File: src/rtl/mux_scan_n.sv
// rtl/mux_scan_n.sv - registered N-channel mux with direct select and round-robin scan modes
module mux_scan_n #(
    parameter int WIDTH    = 1,
    parameter int CHANNELS = 4,
    parameter int SEL_W    = $clog2(CHANNELS),
    parameter int DWELL    = 1
) (
    input  logic                      clk,
    input  logic                      reset,
    input  logic [CHANNELS*WIDTH-1:0] data_in,
    input  logic                      en,
    input  logic                      mode,
    input  logic [SEL_W-1:0]          sel,
    output logic [WIDTH-1:0]          out,
    output logic                      out_valid,
    output logic [SEL_W-1:0]          chan_out,
    output logic                      wrap
);

    localparam int DW = (DWELL > 1) ? $clog2(DWELL) : 1;
    localparam logic [DW-1:0]    DWELL_LAST = DW'(DWELL - 1);
    localparam logic [SEL_W-1:0] CH_LAST    = SEL_W'(CHANNELS - 1);
    localparam logic [SEL_W:0]   CH_COUNT   = (SEL_W + 1)'(CHANNELS);

    typedef enum logic [1:0] {
        IDLE   = 2'd0,
        DIRECT = 2'd1,
        SCAN   = 2'd2
    } state_t;

    state_t             r_state;
    logic [WIDTH-1:0]   r_out;
    logic               r_valid;
    logic [SEL_W-1:0]   r_chan;
    logic               r_wrap;
    logic [SEL_W-1:0]   r_ptr;
    logic [DW-1:0]      r_dwell;

    state_t             w_state_nxt;
    logic [WIDTH-1:0]   w_out_nxt;
    logic               w_valid_nxt;
    logic [SEL_W-1:0]   w_chan_nxt;
    logic               w_wrap_nxt;
    logic [SEL_W-1:0]   w_ptr_nxt;
    logic [DW-1:0]      w_dwell_nxt;

    logic [WIDTH-1:0]   w_sel_data;
    logic [WIDTH-1:0]   w_ptr_data;
    logic               w_sel_ok;

    // Loop-based mux so an out-of-range sel simply selects nothing.
    always_comb begin
        w_sel_data = '0;
        w_ptr_data = '0;
        for (int k = 0; k < CHANNELS; k++) begin
            if (int'(sel) == k)   w_sel_data = data_in[k*WIDTH +: WIDTH];
            if (int'(r_ptr) == k) w_ptr_data = data_in[k*WIDTH +: WIDTH];
        end
    end

    assign w_sel_ok = ({1'b0, sel} < CH_COUNT);

    // ptr/dwell are held at zero outside SCAN, so entering SCAN is an ordinary
    // scan step from channel 0. A SCAN edge that finds ptr=0, dwell=0 must
    // follow a wrap, which is exactly when wrap is presented.
    always_comb begin
        w_state_nxt = r_state;
        w_out_nxt   = r_out;
        w_valid_nxt = r_valid;
        w_chan_nxt  = r_chan;
        w_wrap_nxt  = 1'b0;
        w_ptr_nxt   = r_ptr;
        w_dwell_nxt = r_dwell;
        if (en) begin
            if (!mode) begin
                w_state_nxt = DIRECT;
                w_chan_nxt  = sel;
                w_valid_nxt = w_sel_ok;
                w_out_nxt   = w_sel_ok ? w_sel_data : '0;
                w_ptr_nxt   = '0;
                w_dwell_nxt = '0;
            end else begin
                w_state_nxt = SCAN;
                w_chan_nxt  = r_ptr;
                w_valid_nxt = 1'b1;
                w_out_nxt   = w_ptr_data;
                w_wrap_nxt  = (r_state == SCAN) && (r_ptr == '0) && (r_dwell == '0);
                if (r_dwell == DWELL_LAST) begin
                    w_dwell_nxt = '0;
                    w_ptr_nxt   = (r_ptr == CH_LAST) ? '0 : r_ptr + 1'b1;
                end else begin
                    w_dwell_nxt = r_dwell + 1'b1;
                end
            end
        end
    end

    always_ff @(posedge clk) begin
        if (reset) begin
            r_state <= IDLE;
            r_out   <= '0;
            r_valid <= 1'b0;
            r_chan  <= '0;
            r_wrap  <= 1'b0;
            r_ptr   <= '0;
            r_dwell <= '0;
        end else begin
            r_state <= w_state_nxt;
            r_out   <= w_out_nxt;
            r_valid <= w_valid_nxt;
            r_chan  <= w_chan_nxt;
            r_wrap  <= w_wrap_nxt;
            r_ptr   <= w_ptr_nxt;
            r_dwell <= w_dwell_nxt;
        end
    end

    assign out       = r_out;
    assign out_valid = r_valid;
    assign chan_out  = r_chan;
    assign wrap      = r_wrap;

endmodule

File: config.mk
export PLATFORM = sky130hd
export DESIGN_NAME = mux_scan_n
export DESIGN_NICKNAME = d
export VERILOG_FILES = /design/src/rtl/mux_scan_n.sv
export SDC_FILE = /design/constraint.sdc
export NUM_CORES = 1
export LEC_CHECK = 0
export CAP_MARGIN = 30
export CORE_AREA = 5 5 42 44
export CTS_BUF_LIST = sky130_fd_sc_hd__clkbuf_2 sky130_fd_sc_hd__clkbuf_4 sky130_fd_sc_hd__clkbuf_8
export DETAILED_ROUTE_END_ITERATION = 10
export DIE_AREA = 0 0 47 49
export GPL_ROUTABILITY_DRIVEN = 0
export PLACE_DENSITY_LB_ADDON = 0.12
export SETUP_SLACK_MARGIN = 0.4
export SLEW_MARGIN = 20
export SYNTH_ARGS = -nofsm -noshare
export SYNTH_HDL_FRONTEND = slang
export SYNTH_SLANG_ARGS = --single-unit
File: constraint.sdc
create_clock -name clk -period 2.5 [get_ports clk]
set_input_delay 0.5 -clock clk [delete_from_list [all_inputs] [get_ports clk]]
set_output_delay 0.5 -clock clk [all_outputs]
set_load 0.01 [all_outputs]
== Word-level counts from Yosys, hierarchy flattened ==
Index checks and enable logic that the tools add are counted.
W data, S select, Z words.

* $add $sub $neg: 2
* Equality and inequality tests: 9
* Muxes and demuxes: 16
* Bitwise gates (word level): 3
* Reduce and logical (&&, ||, !) cells: 7

{| class="wikitable"
|+ Operator list
! kind !! number
|-
| $eq A2 B2 Y1 const B || 6
|-
| $mux W1 || 11
|-
| $mux W2 || 5
|-
| $logic_not A2 Y1 || 3
|-
| $eq A2 B1 Y1 const B || 2
|-
| $not A1 Y1 || 3
|-
| $reduce_or A3 Y1 || 1
|-
| $add A2 B1 Y2 const B || 1
|-
| $logic_and A1 B1 Y1 || 2
|-
| $ne A2 B2 Y1 const B || 1
|-
| $reduce_and A2 Y1 || 1
|-
| $add A1 B1 Y1 const B || 1
|}

* Register bits after elaboration: 10
* Output and inout port bits: 5
* Word-level logic and storage cells: 44

== Logic depth before layout (Yosys ltp) ==
Gate-level depths: netlist of the first run.

* Word-level depth: 6
* Depth in mapped cells: 6
* Depth with buffers taken out: 6

== Worst setup path before layout of the first run ==
No wires, ideal clock.

* Path type: register to register
* From: register r_ptr[0]
* To: register r_out, in the netlist out
* Data arrival time: 1217 ps
* Data required time: 2409 ps
* Setup slack: 1192 ps
* Cell stages (with the launch flop): 7
* Clock period less this slack: 1308 ps
* Cell sequence: dfxtp_1 inv_1 ha_1 nor2b_1 o21ai_1 o311ai_0 a311oi_1

* Word-level cells in the longest chain between the ends: 6
* Elaborated cells on any way between the ends: 9
* Classes of those cells: eq/ne (3); mux (5); reduce/logical (1)

{| class="wikitable"
|+ Ends and longest elaborated chain
! item !! RTL line !! RTL
|-
| from (decl) || 36 || <nowiki>logic [SEL_W-1:0] r_ptr;</nowiki>
|-
| from (signal assigned) || 113 || <nowiki>r_ptr <= w_ptr_nxt;</nowiki>
|-
| $logic_not A2 Y1 || 57 || <nowiki>if (int'(r_ptr) == k) w_ptr_data = data_in[k*WIDTH +: WIDTH];</nowiki>
|-
| $mux W1 (3 in a row) || 57 ||
|-
| $mux W1 (*) || 57 ||
|-
| $mux W1 (*) || 75 || <nowiki>if (!mode) begin</nowiki>
|-
| to (signal assigned) || 109 || <nowiki>r_out <= w_out_nxt;</nowiki>
|-
| to (decl) || 32 || <nowiki>logic [WIDTH-1:0] r_out;</nowiki>
|}

Mark *: on every way between the ends. The rest lies on a longest branch, timed or not.
A chain may end at the register's enable or synchronous reset.

== Worst setup path in the final report of the first run ==
* From: register r_valid, in the netlist out_valid
* To: output port out_valid

{| class="wikitable"
|+ RTL lines
! item !! RTL line !! RTL
|-
| from (decl) || 33 || <nowiki>logic r_valid;</nowiki>
|-
| from (signal assigned) || 110 || <nowiki>r_valid <= w_valid_nxt;</nowiki>
|-
| to (decl) || 15 || <nowiki>output logic out_valid,</nowiki>
|}

No word-level cell between the ends.

==> results of run 1 <==
synth_stat cells, drive strengths merged:
| cell type | n | area, sq um |
|---|---|---|
| a21oi | 2 | 10.01 |
| nand2b | 2 | 12.51 |
| buf | 2 | 12.51 |
| nand2 | 3 | 11.26 |
| inv | 3 | 11.26 |
| dfxtp | 9 | 180.2 |
| o311ai | 1 | 8.760 |
| and3 | 1 | 6.260 |
| ha | 4 | 50.05 |
| o21ai | 2 | 10.00 |
| mux2 | 1 | 11.26 |
| a211oi | 2 | 15.01 |
| nand3 | 2 | 10.01 |
| nor2 | 7 | 26.28 |
| clkbuf | 1 | 3.750 |
| a311oi | 1 | 8.760 |
| nor4b | 1 | 8.760 |
| a31oi | 1 | 6.260 |
| nor2b | 1 | 6.260 |
| mux2i | 5 | 50.05 |
| nor3 | 1 | 10.01 |
per-layer routing:
metal,share of wire,GRT usage,wire length (um),up-vias
li1,-,-,-,211
met1,0.50,0.1350,475,178
met2,0.44,0.1312,412,7
met3,0.060,0.04428,57,0
met4,0,0.01382,0,0
met5,0,0,0,-
worst max-delay path by stage:
stage               depth (start not counted)        end       from
floorplan                                   6        out   r_ptr[0]
global placement                            4        out     sel[0]
detailed placement                          4       wrap       mode
CTS                                         1  out_valid  out_valid
global route                                1  out_valid  out_valid
finish                                      1  out_valid  out_valid
registers in the layout, indices dropped and copies added, names as in the netlist:
name       count
r_ptr          2
r_state        2
out_valid      1
wrap           1
chan_out       2
out            1
per-stage QoR:
stage	cell area, sq um	util	hold slack, ns	total power [W]	setup WS [ns]
floorplan	469.2	-	0.4521	0.0001891	1.192
global placement	613.1	0.4375	0.4510	0.0002193	0.6500
detailed placement	613.1	0.4375	0.4604	0.0002187	0.7013
CTS	643.1	0.4589	0.4802	0.0003412	0.8580
global route	643.1	0.4589	0.5103	0.0003574	0.8144
finish	643.1	0.4589	0.4736	0.0003345	0.8747
cell type report:
| class | instances | share of cell area |
|---|---|---|
| multi-input combinational | 37 | 0.4066 |
| sequential | 9 | 0.2802 |
| timing repair buffer | 14 | 0.2179 |
| clock buffer | 4 | 0.04669 |
| tap | 16 | 0.03113 |
| inverter | 3 | 0.01751 |
cells by family after synthesis:
logic type      count (synthesis)  synth area share
mux                             6            0.1307
simple gates                   18            0.1947
compound gates                  9            0.1253
buf+inv                         6           0.05865
flops                           9            0.3840
fa+ha+maj                       4            0.1067
power groups by stage:
stage               Sequential (W)  Clock [W]  Combinational, W
global placement          0.000159          0         0.0000601
global route              0.000157   0.000134         0.0000658
detailed placement        0.000159          0         0.0000594
CTS                       0.000156   0.000125         0.0000597
finish                    0.000156   0.000120         0.0000587
floorplan                 0.000161          0         0.0000281
==> results.json, run 1 <==
{
  "status": "complete, no violations",
  "most-common-layout-cells": "14 x clkdlybuf4s50_1, 9 x dfxtp_1, 7 x nor2_1",
  "path_buf_inv": 1,
  "grt_max_degree": 15,
  "cts_made_buffers": 3,
  "worst_pin_slew_ns": 0.4727,
  "fillers": 151,
  "p_per_area_nw_per_um2": 520.1,
  "seq_area_frac_synth": 0.3840,
  "post-dp-hpwl_um": 738.5,
  "clockBufferDepth": 2,
  "htree_num_levels": 1,
  "multi_input_area_sq_um": 261.5,
  "ctsHoldBuffers": 0,
  "drc": 0,
  "worst-endpoint-arrival_ns": 1.13,
  "nets": 82,
  "hold_path_end": "out_valid",
  "die-height_um": 49,
  "dpl.cell_count": 79,
  "yosysWarnings": 0,
  "grt_usage": 0.09457,
  "layout_worst_path_cycle_share": 0.6501,
  "rr_startpoint": "r_ptr[0]",
  "clk_latency_ns": 0.25,
  "fp.dieW_um": 47,
  "synth_cell_types": 24,
  "dieArea_sq_um": 2303,
  "num_io_pins": 15,
  "max_stage_delay_ns": 0.54,
  "std_cell_rows": 14,
  "p_sw_w": 0.00007736,
  "peakVddDrop_v": 0.0003238,
  "synth_cells": 52,
  "clockRootBuffer": "clkbuf_4",
  "seq_area_sq_um": 180.2,
  "fin_cells": 83,
  "post_drt_via_cell_ratio": 4.771,
  "hold_viol": 0,
  "synth_nets": 66,
  "fmax_mhz": 615.3,
  "antenna_found_initial": 0,
  "slew_headroom": 0.6839,
  "avgSynthCellArea_sq_um": 9.023,
  "crit_slowest_cell": "clkdlybuf4s50_1",
  "cts_tree": "yes",
  "clock_skew_ns": 0.003491,
  "grt_pass1_wl_um": 1621,
  "clkSlewWorstSetupHoldPaths_ns": 0.06,
  "area_growth_pct": 37.07,
  "grt_pass1_vias": 382,
  "layout-drive-gt1-share": 0.08955,
  "drv_cap": 0,
  "holdPathStages": 2,
  "layout_commonest_cell": "clkdlybuf4s50_1",
  "diodes": 0,
  "end_kind": "primary output",
  "io_buffers": 14,
  "crit_family": "buffers and inverters",
  "final.setup.tns_ns": 0,
  "wl_per_cell_um": 11.39,
  "pwr-share-comb": 0.175,
  "rrSetupSlack_ns": 1.04,
  "internal_power_w": 0.0002571,
  "worstPathRequired_ns": 2.00,
  "final_max_slew_viol_count": 0,
  "power_leakage_nw": 0.2595,
  "vias": 396,
  "postCtsResizedCells": 0,
  "drtIter0Drc": 10,
  "start_util": 0.3348,
  "swShare": 0.2313,
  "firstDrtPassIters": 3,
  "post_cts_buffers": 0,
  "worst-setup-path-type": "reg2out",
  "finalCriticalPeriod_ns": 1.625,
  "postRouteAntennaNets": 0,
  "rsz0062_at_grt": "no",
  "crit_chain": "clkdlybuf4s50_1",
  "yosys_register_bits": 9,
  "setup_viol": 0,
  "r2r_cells": 6,
  "wirelength_um": 945,
  "pwr-share-clk": 0.358,
  "cp-start-kind": "flip-flop",
  "core_sq_um": 1401,
  "hold_start": "out_valid",
  "grt.overflow.total": 0,
  "synth_area_sq_um": 469.2,
  "r2r_end": "out",
  "hp-class": "reg2reg",
  "clock-sinks": 9,
  "p_seq_frac": 0.467,
  "critPathMaxFanout": 2
}
Power figures use the tool's default switching activity.
==> run 2, diff against run 1 <==
==> constraint.sdc (replaced) <==
create_clock -name clk -period 1.5 [get_ports clk]
set_input_delay 0.3 -clock clk [delete_from_list [all_inputs] [get_ports clk]]
set_output_delay 0.3 -clock clk [all_outputs]
set_load 0.01 [all_outputs]
==> results.json, run 2 (synthesis results as in run 1) <==
{
  "clock_skew_ns": 0.003974,
  "fp.dieW_um": 47,
  "core_sq_um": 1401,
  "most-common-layout-cells": "10 x buf_4, 7 x nor2_1, 7 x dfxtp_1, 7 x clkdlybuf4s50_1, 5 x mux2i_1",
  "worst-setup-path-type": "reg2reg",
  "final.setup.tns_ns": 0,
  "antenna_found_initial": 0,
  "clkSlewWorstSetupHoldPaths_ns": 0.06,
  "crit_slowest_cell": "dfxtp_4",
  "area_growth_pct": 62.93,
  "grt.overflow.total": 0,
  "post-dp-hpwl_um": 808.2,
  "setup_viol": 0,
  "critPathMaxFanout": 3,
  "grt_usage": 0.1157,
  "clock-sinks": 9,
  "ctsHoldBuffers": 0,
  "drtIter0Drc": 7,
  "peakVddDrop_v": 0.0004672,
  "hold_viol": 0,
  "wl_per_cell_um": 12.06,
  "p_per_area_nw_per_um2": 766.5,
  "dpl.cell_count": 86,
  "layout_worst_path_cycle_share": 0.8465,
  "num_io_pins": 15,
  "layout-drive-gt1-share": 0.4103,
  "vias": 454,
  "die-height_um": 49,
  "start_util": 0.3348,
  "design_area_sq_um": 764.5,
  "postRouteAntennaNets": 0,
  "hp-class": "reg2reg",
  "finalCriticalPeriod_ns": 1.270,
  "grt_pass1_wl_um": 1980,
  "post_drt_via_cell_ratio": 4.830,
  "final_max_slew_viol_count": 0,
  "firstDrtPassIters": 5,
  "clk_latency_ns": 0.26,
  "crit_chain": "buf_12 -> ha_4 -> nor2b_4 -> o21ai_1 -> o311ai_1 -> a311oi_1",
  "cts_made_buffers": 3,
  "cp-start-kind": "flip-flop",
  "grt_pass1_vias": 459,
  "io_buffers": 14,
  "drv_cap": 0,
  "place_ws_ns": -0.08905,
  "worstPathRequired_ns": 1.67,
  "max_stage_delay_ns": 0.36,
  "worst-endpoint-arrival_ns": 1.44,
  "grt_max_degree": 10,
  "layout_commonest_cell": "buf_4",
  "cts_tree": "yes",
  "rsz0062_at_grt": "yes",
  "end_kind": "flip-flop",
  "worst_pin_slew_ns": 0.3011,
  "std_cell_rows": 14,
  "clockBufferDepth": 2,
  "slew_headroom": 0.7993,
  "fin_cells": 94,
  "wirelength_um": 1134,
  "setup_ws_ns": 0.2302,
  "dieArea_sq_um": 2303,
  "power_leakage_nw": 0.3330,
  "placed_cell_area_sq_um": 680.7,
  "diodes": 0,
  "nets": 93,
  "fmax_mhz": 787.6,
  "clockRootBuffer": "clkbuf_4",
  "htree_num_levels": 1,
  "drc": 0,
  "status": "complete, no violations"
}
==> run 2: cell count changes in the layout (fill, tap and decap cells not counted), moves of 3 or more <==
cell / previous run / this run
ha_1: 4 / 1
buf_4: 0 / 10
clkdlybuf4s50_1: 14 / 7
buf_2: 0 / 4
==> run 2: final cells by class <==
type | instances | area [sq um]
tap | 16 | 20.02
clock buffer | 4 | 30.03
inverter | 3 | 11.26
timing repair buffer | 25 | 207.7
sequential | 9 | 187.7
fill | 131 | 636.9
multi-input combinational | 37 | 307.8
==> run 2: final timing paths <==
kind,start,end,slack (ns),cells past startpoint
min reg2reg,out_valid,out_valid,0.47,2
min,out_valid,out_valid,0.47,2
max reg2reg,r_ptr[1],out,0.23,6
max,r_ptr[1],out,0.23,6
==> run 2: critical path: cells and delay by family, from the launching register on <==
kind	cells	cell delay (ns)
AOI/OAI and AO/OA	3	0.45
adders and majority gates	1	0.14
buffers and inverters	1	0.12
DFF	1	0.36
and+or+nand+nor	1	0.11
==> run 2: power breakdown <==
part	internal, W	switching [W]
Sequential	0.000250	0.00000765
Clock	0.000121	0.0000848
Combinational	0.0000689	0.0000536
==> run 2: what timing repair did <==
item / in CTS / in global routing
setup buffers: 4 / 0
endpoints found under the setup margin: 12 / 5
gates resized for setup: 25 / 6
pin swaps: 4 / 1
==> run 2: through the flow <==
stage | utilization | hold slack, ns | power, W
final | 0.5455 | 0.4672 | 0.0005860
after global routing | 0.5455 | 0.5099 | 0.0006271
after CTS | 0.5446 | 0.4680 | 0.0005946
after detailed placement | 0.4857 | 0.4573 | 0.0003820
after global placement | 0.4857 | 0.4548 | 0.0003820
after floorplan | - | 0.4521 | 0.0003177
==> run 2: metal layers <==
metal | GRT usage | vias up | share of wire
li1 | - | 235 | -
met1 | 0.1438 | 209 | 0.43
met2 | 0.1833 | 10 | 0.51
met3 | 0.05535 | 0 | 0.064
met4 | 0.01382 | 0 | 0
met5 | 0 | - | 0
